[src/rtl/ddr_pkg.sv]
// Shared types and constants for the output handler: lane state encoding,
// lane counter width and the default lane count.
package ddr_pkg;

    localparam int CNT_W     = 10;
    localparam int DEF_LANES = 4;

    typedef enum logic [1:0] {
        IDLE = 2'b00,
        ON   = 2'b01,
        GAP  = 2'b10
    } lane_state_e;

endpackage

[src/rtl/stretch_lane.sv]
// One arrow lane: stretches a single-cycle pulse into a hold of HOLD_MS ticks,
// followed by a GAP_MS-tick forced off-gap. OUTPUT_HANDLER_RETRIGGER_EN enables hold extension.
module stretch_lane
    import ddr_pkg::*;
#(
    parameter int HOLD_MS = 100,
    parameter int GAP_MS  = 20
) (
    input  logic clk,
    input  logic rst_n,
    input  logic tick,
    input  logic pulse,
    output logic out,
    output logic busy
);

    localparam logic [CNT_W-1:0] HOLD_CNT = CNT_W'(HOLD_MS);
    localparam logic [CNT_W-1:0] GAP_CNT  = CNT_W'(GAP_MS);

    lane_state_e       state_q, state_d;
    logic [CNT_W-1:0]  cnt_q, cnt_d;
    logic              pend_q, pend_d;
    logic              expire;

    always_ff @(posedge clk or negedge rst_n) begin
        if (!rst_n) begin
            state_q <= IDLE;
            cnt_q   <= '0;
            pend_q  <= 1'b0;
        end else begin
            state_q <= state_d;
            cnt_q   <= cnt_d;
            pend_q  <= pend_d;
        end
    end

    always_comb begin
        state_d = state_q;
        cnt_d   = cnt_q;
        pend_d  = pend_q;
        expire  = tick && (cnt_q == CNT_W'(1));
        case (state_q)
            IDLE: begin
                if (pulse) begin
                    state_d = ON;
                    cnt_d   = HOLD_CNT;
                end
            end
            ON: begin
`ifdef OUTPUT_HANDLER_RETRIGGER_EN
                if (pulse) begin
                    cnt_d = HOLD_CNT;
                end else
`endif
                if (expire) begin
                    // With no gap configured, a pulse on the expiry tick chains straight into a new hold.
                    if (GAP_MS != 0) begin
                        state_d = GAP;
                        cnt_d   = GAP_CNT;
                    end else if (pend_q || pulse) begin
                        cnt_d  = HOLD_CNT;
                        pend_d = 1'b0;
                    end else begin
                        state_d = IDLE;
                        cnt_d   = '0;
                    end
                end else if (tick) begin
                    cnt_d = cnt_q - CNT_W'(1);
                end
            end
            GAP: begin
                if (expire) begin
                    pend_d = 1'b0;
                    if (pend_q || pulse) begin
                        state_d = ON;
                        cnt_d   = HOLD_CNT;
                    end else begin
                        state_d = IDLE;
                        cnt_d   = '0;
                    end
                end else begin
                    if (pulse) pend_d = 1'b1;
                    if (tick)  cnt_d  = cnt_q - CNT_W'(1);
                end
            end
            default: begin
                state_d = IDLE;
                cnt_d   = '0;
                pend_d  = 1'b0;
            end
        endcase
    end

    always_comb begin
        out  = (state_q == ON);
        busy = (state_q != IDLE);
    end

endmodule

[src/rtl/output_handler.sv]
// Per-lane pulse stretcher for LEDs/buzzer: shared millisecond prescaler plus LANES
// stretch_lane instances. Optional macro OUTPUT_HANDLER_RETRIGGER_EN (hold extension on re-pulse).
module output_handler
    import ddr_pkg::*;
#(
    parameter int LANES   = DEF_LANES,
    parameter int CLK_HZ  = 50000000,
    parameter int HOLD_MS = 100,
    parameter int GAP_MS  = 20
) (
    input  logic             CLOCK_50,
    input  logic             Reset,
    input  logic [LANES-1:0] pulse_in,
    output logic [LANES-1:0] out,
    output logic [LANES-1:0] busy
);

    localparam int TICK_DIV = CLK_HZ / 1000;
    localparam int PS_W     = (TICK_DIV > 1) ? $clog2(TICK_DIV) : 1;

    logic [PS_W-1:0] ps_q, ps_d;
    logic            tick;

    always_ff @(posedge CLOCK_50 or negedge Reset) begin
        if (!Reset) begin
            ps_q <= '0;
        end else begin
            ps_q <= ps_d;
        end
    end

    // Free-running: lanes only observe the tick, they never stall the prescaler.
    always_comb begin
        tick = (ps_q == PS_W'(TICK_DIV - 1));
        ps_d = tick ? '0 : ps_q + PS_W'(1);
    end

    for (genvar g = 0; g < LANES; g++) begin : g_lane
        stretch_lane #(
            .HOLD_MS (HOLD_MS),
            .GAP_MS  (GAP_MS)
        ) u_lane (
            .clk   (CLOCK_50),
            .rst_n (Reset),
            .tick  (tick),
            .pulse (pulse_in[g]),
            .out   (out[g]),
            .busy  (busy[g])
        );
    end

endmodule

[config.mk]
export PLATFORM = sky130hd
export DESIGN_NAME = output_handler
export DESIGN_NICKNAME = d
export VERILOG_FILES = /design/src/rtl/ddr_pkg.sv /design/src/rtl/stretch_lane.sv /design/src/rtl/output_handler.sv
export SDC_FILE = /design/constraint.sdc
export NUM_CORES = 1
export LEC_CHECK = 0
export BUFFER_PORTS_ARGS = -buffer_cell sky130_fd_sc_hd__buf_2
export CORE_MARGIN = 5
export CORE_UTILIZATION = 62
export DETAILED_ROUTE_END_ITERATION = 12
export PLACE_DENSITY = 0.8
export SETUP_SLACK_MARGIN = 0.05
export SLEW_MARGIN = 30
export SYNTH_ARGS = -nofsm -noshare
export SYNTH_HDL_FRONTEND = slang
export SYNTH_SLANG_ARGS = --single-unit
[constraint.sdc]
create_clock -name CLOCK_50 -period 4.2 [get_ports CLOCK_50]
set_input_delay 0.84 -clock CLOCK_50 [delete_from_list [all_inputs] [get_ports CLOCK_50]]
set_output_delay 0.84 -clock CLOCK_50 [all_outputs]
set_load 0.01 [all_outputs]
==> out/results.ini <==
[sta]
rsz0062_at_grt=false
hold_viol=0
relSlewSlack_pct=39.9
timing.fmax_mhz=384
clock_skew_ns=0.00779
slew_violations=0
fin_crit_ns=2.61
final.period_utilization_pct=62.0
tightest_slew_ns=0.893
postLayoutSetupSlackWorst_ns=1.59
fin_setup_tns_ns=0
setup_violations=0

[clock_tree]
post_cts_buffers=0
cts_resized=0
clk_pin_slew_ns=0.08
cts_root_buf=clkbuf_8
cts_buffer_depth=2
clock_latency_ns=0.36
cts_buffers=9
numClockSinks=68
htree_levels=3
cts_tree=built
hold_buffers=0

[yosys]
synth.most_common_cell=dfrtp_1
avgSynthCellArea_um2=8.52
ys_seq_area_share_pct=38.8
synth_edf_count=0
synth_common_cells=dfrtp_1 (68), nor2_1 (66), nand2_1 (33)
synthArstFlopShare_pct=100
yosysTopAreaCellShare_pct=38.8
synth_nets=529
synth-main-ff-cell=dfrtp_1
netlist_area_um2=4380
yosys-top-cells-area=dfrtp_1 (39%), nor2_1 (5.7%), a21oi_1 (3.4%), o21ai_0 (3.2%), nand2_1 (2.8%)
synthDistinctLibCells=65
synth-seq-cells=68
yosysWarnings=0
syn_inst=514
synth_top_cell_by_area=dfrtp_1

[power_and_ir_drop]
power_frac_seq_pct=50.3
leakage_uw=0.00185
peakVddDrop_mv=0.180
p_switching_uw=396
swShare_pct=27.4
power_density_nw_per_um2=310
p_comb_share_pct=11.3
p_int_uw=1050
p_clk_share_pct=38.5

[detailed_routing]
drc=0
dr.pass1.iters=5
dr.first_iter.drc_count=211
wire_per_inst_um=16.1
wl_mm=9.90
vias=3946
drt-vias-per-instance=6.41
ant_nets=0

[floorplanning]
dieHeight_um=94.1
dieArea_um2=8850
std_cell_rows=30
io_pins=14
initial_core_util_pct=64.1
coreArea_um2=6830
die_x_um=94.1

[cells_and_area]
num_antenna_cells=0
nets=530
syn_to_final_growth_pct=6.74
finish.utilization_pct=68.4
drive_gt1_share_pct=10.0

[global_routing]
grt_pass1_vias=3838
grt_remaining_overflow=0
antenna_found_initial=0
grt_max_degree=49
grt_pass1_wl_mm=17.5
grtUsageTotal_pct=24.5

[outcome]
status=complete, no violations

[placement]
portBuffers=13
place_hpwl_mm=6.74
place_congestion=0.900
post-place-ws_ns=1.65

[worst_hold_path]
hold_class=input pin to async pin

[worst_setup_path]
crit_path_start_kind=register
r2r-start=ps_q[4]
r2r_cells=6
required_ns=4.46
arrival_ns=2.87
rrSetupSlack_ns=1.59
r2r_end=g_lane[3].u_lane.cnt_q[5]
worst-setup-path-type=register to register
crit_path_end_kind=register
critPathCapture=g_lane[3].u_lane.cnt_q[5]
critical_path_peak_fanout=13
critPathLaunch=ps_q[4]

[flow_run]
maxCapViolCount=0

[flip-flops by register name, indices dropped and copies added (netlist names)]
signal	flops
ps_q	16
g_lane.u_lane.cnt_q	40
g_lane.u_lane.state_q	8
g_lane.u_lane.pend_q	4
[power by group through the flow]
stage	logic, µW	clock network [µW]	registers (µW)
after floorplan	126	0	723
after global placement	158	0	738
after detailed placement	162	0	739
after CTS	163	571	726
after global routing	185	599	733
final	163	557	728
[worst min-delay path by stage]
| stage | from | end | slack, ns |
|---|---|---|---|
| 2_1_floorplan | ps_q[0] | ps_q[0] | 0.42 |
| 3_3_place_gp | ps_q[0] | ps_q[0] | 0.43 |
| 3_5_place_dp | ps_q[0] | ps_q[0] | 0.45 |
| 4_1_cts | Reset | g_lane[1].u_lane.cnt_q[3] | 0.45 |
| 5_1_grt | Reset | g_lane[0].u_lane.cnt_q[4] | 0.48 |
| 6_report | Reset | g_lane[1].u_lane.state_q[0] | 0.44 |
[metrics by stage]
stage | area [µm²] | total power (µW) | hold WS, ns | cells
2_1_floorplan | 4380 | 849 | 0.424 | 514
3_3_place_gp | 4470 | 896 | 0.435 | 600
3_5_place_dp | 4470 | 900 | 0.452 | 600
4_1_cts | 4680 | 1460 | 0.446 | 616
5_1_grt | 4680 | 1520 | 0.480 | 616
6_report | 4680 | 1450 | 0.438 | 616
[layout make-up]
class                      instances  area, µm²
clock buffer                      12        155
tap                               96        120
sequential                        68       1700
timing repair buffer              20        118
inverter                          23       86.3
fill                             542       2160
multi-input combinational        393       2450
clock inverter                     4       47.5
[per-layer routing]
metal | track usage [%] | wire [µm] | up-vias
met5 | 0 | 0 | -
met4 | 12.0 | 204 | 0
met3 | 3.69 | 561 | 21
met2 | 38.9 | 4680 | 138
met1 | 32.8 | 4450 | 1898
li1 | - | - | 1889
[layout by cell type, fill, tap and decap left out, types with 4 or more instances in the layout]
| master | n |
|---|---|
| o22ai_1 | 8 |
| a211oi_1 | 6 |
| mux2i_1 | 4 |
| nand3_1 | 21 |
| nand2b_1 | 4 |
| a31oi_1 | 6 |
| or3_1 | 8 |
| a21oi_1 | 30 |
| or4_1 | 6 |
| a22o_1 | 4 |
| nor2_1 | 66 |
| nor4b_1 | 4 |
| or2_2 | 5 |
| buf_2 | 13 |
| nor2b_1 | 8 |
| o21ai_0 | 28 |
| nand4_1 | 16 |
| nand2_1 | 33 |
| dfrtp_1 | 68 |
| xnor2_1 | 14 |
| nor4_1 | 13 |
| clkbuf_8 | 11 |
| o21a_1 | 4 |
| inv_1 | 23 |
| nor3_1 | 19 |
| ha_1 | 9 |
| buf_4 | 7 |
| xor2_1 | 12 |
[cells by family after synthesis]
logic type | synth area share [%]
compound gates | 19.2
mux | 0.914
flops | 38.8
xor+xnor | 5.20
buf+inv | 5.43
fa+ha+maj | 2.57
simple gates | 27.8
[critical path, stage by stage (launching register included)]
cell	delay, ns
dfrtp_1	0.43
nor4_1	0.40
nand4_1	0.57
buf_4	0.39
nor4_1	0.35
o21bai_1	0.13
a211oi_1	0.24
(Power assumes the default switching activity.)
